<file path="src/rtl/seq_tx.sv">
// seq_tx: serial frame transmitter.
// Takes a DATA_W-bit word over a valid/ready handshake and sends it on one
// registered line. Each frame is a fixed 1,1,0 preamble followed by the
// payload, MSB first. The line idles low.
// Optional feature macro: SEQ_TX_PARITY_EN. When defined, one even-parity
// bit is appended after the LSB.
// The state register runs one cycle ahead of the line. Each state decodes the
// bit that the output flops present on the next cycle. This lets data_ready
// rise while the last bit is still on the line, so back-to-back frames are
// separated by exactly one idle-low bit.
module seq_tx #(
   parameter int DATA_W = 8
) (
   input  logic              clk,
   input  logic              reset,
   input  logic [DATA_W-1:0] data_in,
   input  logic              data_valid,
   output logic              data_ready,
   output logic              tx_bit,
   output logic              tx_active,
   output logic              frame_done
);

   localparam int CNT_W = $clog2(DATA_W + 2);

   typedef enum logic [1:0] {
      S_IDLE = 2'd0,
      S_PRE  = 2'd1,
      S_DATA = 2'd2
   } state_t;

   state_t            r_state,     w_state_next;
   logic [CNT_W-1:0]  r_bit_cnt,   w_bit_cnt_next;
   logic [1:0]        r_pre_idx,   w_pre_idx_next;
   logic [DATA_W-1:0] r_shreg,     w_shreg_next;
   logic              r_tx_bit,    w_tx_bit_next;
   logic              r_tx_active, w_tx_active_next;
   logic              r_frame_done, w_frame_done_next;
   logic              w_accept;
   logic              w_last;

`ifdef SEQ_TX_PARITY_EN
   // The parity is captured at accept time. r_par_phase marks the extra
   // DATA slot that drives the parity bit after the payload has gone out.
   logic              r_parity,    w_parity_next;
   logic              r_par_phase, w_par_phase_next;
   assign w_last = (r_state == S_DATA) && r_par_phase;
`else
   assign w_last = (r_state == S_DATA) && (r_bit_cnt == '0);
`endif

   assign data_ready = (r_state == S_IDLE) && !reset;
   assign w_accept   = data_valid && data_ready;
   assign tx_bit     = r_tx_bit;
   assign tx_active  = r_tx_active;
   assign frame_done = r_frame_done;

   // State, counters and output flops. Reset clears them asynchronously, so an
   // in-flight frame is dropped and the line goes low at once.
   always_ff @(posedge clk or posedge reset) begin
      if (reset) begin
         r_state      <= S_IDLE;
         r_bit_cnt    <= '0;
         r_pre_idx    <= '0;
         r_shreg      <= '0;
         r_tx_bit     <= 1'b0;
         r_tx_active  <= 1'b0;
         r_frame_done <= 1'b0;
`ifdef SEQ_TX_PARITY_EN
         r_parity     <= 1'b0;
         r_par_phase  <= 1'b0;
`endif
      end else begin
         r_state      <= w_state_next;
         r_bit_cnt    <= w_bit_cnt_next;
         r_pre_idx    <= w_pre_idx_next;
         r_shreg      <= w_shreg_next;
         r_tx_bit     <= w_tx_bit_next;
         r_tx_active  <= w_tx_active_next;
         r_frame_done <= w_frame_done_next;
`ifdef SEQ_TX_PARITY_EN
         r_parity     <= w_parity_next;
         r_par_phase  <= w_par_phase_next;
`endif
      end
   end

   // Next-state logic and the line value that the current state produces on
   // the following cycle.
   always_comb begin
      w_state_next      = r_state;
      w_bit_cnt_next    = r_bit_cnt;
      w_pre_idx_next    = r_pre_idx;
      w_shreg_next      = r_shreg;
      w_tx_bit_next     = 1'b0;
      w_tx_active_next  = 1'b0;
      w_frame_done_next = 1'b0;
`ifdef SEQ_TX_PARITY_EN
      w_parity_next     = r_parity;
      w_par_phase_next  = r_par_phase;
`endif
      case (r_state)
         S_IDLE: begin
            if (w_accept) begin
               w_state_next   = S_PRE;
               w_pre_idx_next = 2'd0;
               w_shreg_next   = data_in;
`ifdef SEQ_TX_PARITY_EN
               w_parity_next    = ^data_in;
               w_par_phase_next = 1'b0;
`endif
            end
         end
         S_PRE: begin
            // Preamble 1,1,0: only the third slot drives a zero.
            w_tx_active_next = 1'b1;
            w_tx_bit_next    = (r_pre_idx != 2'd2);
            if (r_pre_idx == 2'd2) begin
               w_state_next   = S_DATA;
               w_bit_cnt_next = CNT_W'(DATA_W - 1);
            end else begin
               w_pre_idx_next = r_pre_idx + 2'd1;
            end
         end
         S_DATA: begin
            w_tx_active_next  = 1'b1;
            w_frame_done_next = w_last;
`ifdef SEQ_TX_PARITY_EN
            if (r_par_phase) begin
               w_tx_bit_next    = r_parity;
               w_par_phase_next = 1'b0;
               w_state_next     = S_IDLE;
            end else begin
               w_tx_bit_next = r_shreg[DATA_W-1];
               w_shreg_next  = r_shreg << 1;
               if (r_bit_cnt == '0)
                  w_par_phase_next = 1'b1;
               else
                  w_bit_cnt_next = r_bit_cnt - CNT_W'(1);
            end
`else
            w_tx_bit_next = r_shreg[DATA_W-1];
            w_shreg_next  = r_shreg << 1;
            if (r_bit_cnt == '0)
               w_state_next = S_IDLE;
            else
               w_bit_cnt_next = r_bit_cnt - CNT_W'(1);
`endif
         end
         default: begin
            w_state_next = S_IDLE;
         end
      endcase
   end

endmodule
</file>
<file path="config.mk">
export PLATFORM = sky130hd
export DESIGN_NAME = seq_tx
export DESIGN_NICKNAME = d
export VERILOG_FILES = /design/src/rtl/seq_tx.sv
export SDC_FILE = /design/constraint.sdc
export NUM_CORES = 1
export LEC_CHECK = 0
export ABC_AREA = 1
export ABC_CLOCK_PERIOD_IN_PS = 2000
export CORE_MARGIN = 1.5
export CORE_UTILIZATION = 30
export CTS_CLUSTER_SIZE = 30
export DETAILED_ROUTE_END_ITERATION = 6
export GPL_TIMING_DRIVEN = 0
export SLEW_MARGIN = 20
export SYNTH_ARGS = -nofsm -noshare
export SYNTH_HDL_FRONTEND = slang
export SYNTH_SLANG_ARGS = --single-unit
</file>
<file path="constraint.sdc">
create_clock -name clk -period 2 [get_ports clk]
set_clock_uncertainty 0.05 [all_clocks]
set_input_delay 0.5 -clock clk [delete_from_list [all_inputs] [get_ports clk]]
set_output_delay 0.5 -clock clk [all_outputs]
set_load 0.02 [all_outputs]
</file>
# Yosys cells after proc, flatten, opt, wreduce, memory -nomap -nowiden
# Index checks and enable logic that the tools add are counted.
[word_totals]
register_bits = 19
out_inout_bits = 4
wordCells = 47
[op_classes]
add_sub_neg = 2
n_eq_ne = 9
muxes = 15
n_reduce_logical = 14
[ops]
columns = ["operator", "n"]
rows = [
  ["$pmux 8 s2", 1],
  ["$mux 2", 5],
  ["$ne 2x2->1 const B", 5],
  ["$reduce_and 3->1", 3],
  ["$mux 4", 2],
  ["$mux 8", 1],
  ["$pmux 4 s2", 1],
  ["$pmux 2 s3", 1],
  ["$reduce_bool 2->1", 3],
  ["$eq 2x2->1 const B", 2],
  ["$logic_not 4->1", 1],
  ["$pmux 2 s2", 1],
  ["$sub 4x1->4 const B", 1],
  ["$logic_and 1x1->1", 3],
  ["$add 2x1->2 const B", 1],
  ["$eq 2x1->1 const B", 1],
  ["$logic_not 2->1", 1],
  ["$mux 1", 2],
  ["$ne 2x1->1 const B", 1],
  ["$pmux 1 s2", 1],
  ["$reduce_and 2->1", 1],
  ["$reduce_or 2->1", 1],
  ["$logic_not 1->1", 1],
]

# Logic depth before layout (Yosys ltp)
# Gate-level depths: netlist of run 1.
[logic_depth]
depth_word = 5
depth_mapped = 9
ltp_nobuf = 9

# Worst setup path before layout of run 1
# OpenSTA, ideal clock, no wires.
[synth_timing]
path_type = "input-to-reg"
start = "input reset"
end = "register r_state[0]"
t_arrival_ns = 1.548
t_required_ns = 1.833
setup_slack_ns = 0.285
stages = 6
path_buffers = 0
path_cell_list = "inv_1 > nand3_1 > nand2_1 > nand3_1 > nand2_1 > nand2_1"
[synth_between]
elab_chain_cells = 5
[synth_rtl]
columns = ["item", "line", "rtl"]
rows = [
  ["from (decl)", "15", "input logic reset,"],
  ["$logic_not 1->1 (no line)", "--", ""],
  ["$logic_and 1x1->1", "52", "assign data_ready = (r_state == S_IDLE) && !reset;"],
  ["$logic_and 1x1->1", "53", "assign w_accept = data_valid && data_ready;"],
  ["$ne 2x2->1 (no line)", "--", ""],
  ["$reduce_and 3->1 (no line)", "--", ""],
  ["to (signal assigned)", "74", "r_state <= w_state_next;"],
  ["to (decl)", "32", "state_t r_state, w_state_next;"],
]
# Every way passes these cells.
# A chain may end at the register's enable or synchronous reset.

# Worst setup path in the final report of run 1
[layout_timing]
start = "input reset"
end = "output data_ready"
[layout_between]
elab_chain_cells = 2
[layout_rtl]
columns = ["item", "line", "rtl"]
rows = [
  ["$logic_not 1->1 (no line)", "--", ""],
  ["$logic_and 1x1->1", "52", ""],
  ["to (decl)", "18", "output logic data_ready,"],
]
# Every way passes these cells.

==> metrics.csv, run 1 <==
metric;value;unit
status;completed;
CTS tree;yes;
worst hold start;r_bit_cnt[0];
Mapped Cells;126;
FF-to-FF Start;r_state[0];
commonest cells after routing, fill and taps aside;36 x nand2_1, 19 x dfrtp_1, 17 x o21ai_0;
critical path peak fanout;3;
R2R depth;8;
Reg clk slew, reported paths;0.11;ns
Clock Path Buffers;2;
Mean Syn Cell Area;8.15;um2
hold path cells;2;
area of the multi-input gates;470;um2
Arr. time, crit path;1.31;ns
Cell Pwr Density;1350;mW/mm2
Synth cell types;18;
initial antenna violation count;0;
critical path capture point type;output port;
routed wl met3;60;um
pin count of the biggest net entering global routing;11;
post-route minimum period;1.86;ns
CP startpoint kind;input port;
Worst VDD drop;0.486;mV
final worst slack;0.140;ns
Min Hold Slack;0.454;ns
RSZ-0062 raised after global routing;no;
PortBufs;14;
Core ar.;0.00331;mm2
Die Ht;61.5;um
WL final;2030;um
share of post-route cells with drive strength above 1;0.127;
Final Max Tran Viols;0;
Ports;15;
GP Congestion;0.725;
Final Cycle Share;0.930;
ANT nets after route;0;
Rows;21;
Synth Warn #;0;
DR WL/cell;10.4;um
worst path cell trace;clkdlybuf4s50_1, nor2_1, buf_2;
endpoints failing setup;0;
Top Metal Used;met4;
placed wire-length estimate;1430;um
sequential area share after synthesis;0.463;
filler instances;371;
max incr delay on CP;0.58;ns
Max-slew headroom;0.661;
Final Hold Fails;0;
Leak Pwr;0.635;nW
CTS buffer count;3;
Initial Utilization;0.310;
vias in the first global route;904;
Die W;61.5;um
Slew @ Worst Pin;0.506;ns
Worst Hold Class;flip-flop to flip-flop;
antenna diode count;0;
vias;861;
Nets;170;
Clock Latency Late Sink;0.29;ns
CTS hold repair buffers;0;
clock root buffer;clkbuf_4;
Worst EP required;1.45;ns
Synth Register Bits;19;
first-pass GRT wire length;3750;um
initial DRC count;14;
met2 WL;1010;um
die area;0.00378;mm2
Register Area;475;um2
FMAX;0.538;GHz
Max-Cap Viols;0;
vias per cell;4.39;
GRT Total Usage;0.135;
gr ovfl total;0;
clk sink count;19;
worst r2r dst;r_bit_cnt[2];
worst reg2reg setup slack;0.31;ns
Synthesized Nets;145;
setup_tns;0;ns
routed metal-1 wirelength;939;um
1st-pass router iterations;4;
commonest non-fill, non-tap cell in the layout;nand2_1;
DR DRC count;0;
area delta synth->final;27.0;%
synthesized area;0.00103;mm2
worst slack at placement;-0.506;ns
WHS Endpoint;r_bit_cnt[0];
slowest cell on the critical path;clkdlybuf4s50_1;
kind of critical path;input port to output port;
H-Tree Depth;1;
-- logic make-up (layout without fill, tap and decap cells) --
| kind of cell | after synthesis | after routing | synth area share |
|---|---|---|---|
| DFF | 19 | 19 | 0.463 |
| adders and majority gates | 8 | 8 | 0.0974 |
| buffers and inverters | 22 | 46 | 0.0914 |
| AOI/OAI and AO/OA | 23 | 23 | 0.133 |
| and+or+nand+nor | 54 | 54 | 0.216 |
-- registers in the layout, summed over array words and instances, names as in the netlist --
register / cells
frame_done: 1
r_bit_cnt: 4
tx_bit: 1
r_shreg: 8
r_state: 2
tx_active: 1
r_pre_idx: 2
-- cell usage after synthesis --
cell	count	area (um2)
buf_6	1	11.3
nand3_1	7	35.0
o21a_1	1	7.51
a21boi_0	1	7.51
inv_2	1	3.75
o211ai_1	1	7.51
nand4_1	3	18.8
a21oi_1	1	5.00
ha_1	8	100
o21bai_1	1	7.51
buf_4	1	7.51
nor2_2	1	6.26
o21ai_0	17	85.1
o21ai_4	1	16.3
nand2_1	36	135
inv_1	19	71.3
nor2_1	7	26.3
dfrtp_1	19	475
-- worst max path at each step --
stage / start / to / slack (ns) / cells past startpoint
floorplan: reset / r_state[0] / 0.28 / 6
global placement: reset / r_state[1] / -0.45 / 7
detailed placement: reset / r_state[1] / -0.51 / 7
CTS: r_state[0] / data_ready / 0.003 / 5
global route: r_state[0] / data_ready / 0.06 / 5
finish: reset / data_ready / 0.14 / 3
-- power breakdown --
| group | total, mW | leakage (nW) | internal [mW] | switching, mW |
|---|---|---|---|---|
| registers | 0.624 | 0.237 | 0.550 | 0.0739 |
| logic | 0.937 | 0.383 | 0.376 | 0.561 |
| clock network | 0.194 | 0.0150 | 0.0776 | 0.116 |
-- metal layers --
metal  up-vias  track usage
li1        445            -
met1       400        0.158
met2        14        0.233
met3         2       0.0210
met4         0       0.0760
met5         -            0
-- through the flow --
step                instance area (um2)  std cells  total power [mW]   util
floorplan                          1030        126              1.27      -
global placement                   1220        186              1.47  0.370
detailed placement                 1220        186              1.50  0.370
CTS                                1270        191              1.74  0.385
global route                       1310        196              1.96  0.394
finish                             1310        196              1.76  0.394
-- timing repair --
item	CTS	global route
setup buffers	0	5
cloned	1	0
endpoints found under the setup margin	13	4
gates resized for setup	8	1
pin swaps	0	0
-- worst max-delay path, delay by kind of cell --
kind / cells / cell delay, ns
buffers and inverters: 2 / 0.74
and+or+nand+nor: 1 / 0.07
-- final cells by class --
| class | instances | share of cell area |
|---|---|---|
| Timing Repair Buffer | 19 | 0.132 |
| Timing Repair inverter | 1 | 0.00384 |
| Inverter | 20 | 0.0604 |
| Sequential cell | 19 | 0.364 |
| Multi-Input combinational cell | 85 | 0.360 |
| Tap cell | 46 | 0.0441 |
| Buffer | 2 | 0.0144 |
| Clock buffer | 4 | 0.0201 |
Note: power is estimated with default switching activity, not from simulation.
==> inputs of run 2 (changes only) <==
ABC_CLOCK_PERIOD_IN_PS = default   (was 2000)
SKIP_LAST_GASP = 1   (was default)
==> results of run 2 <==
Same layout as run 1: the final DEF is identical, and so are final timing and power.
Among the figures that moved: number of gates resized after CTS 8 -> 7
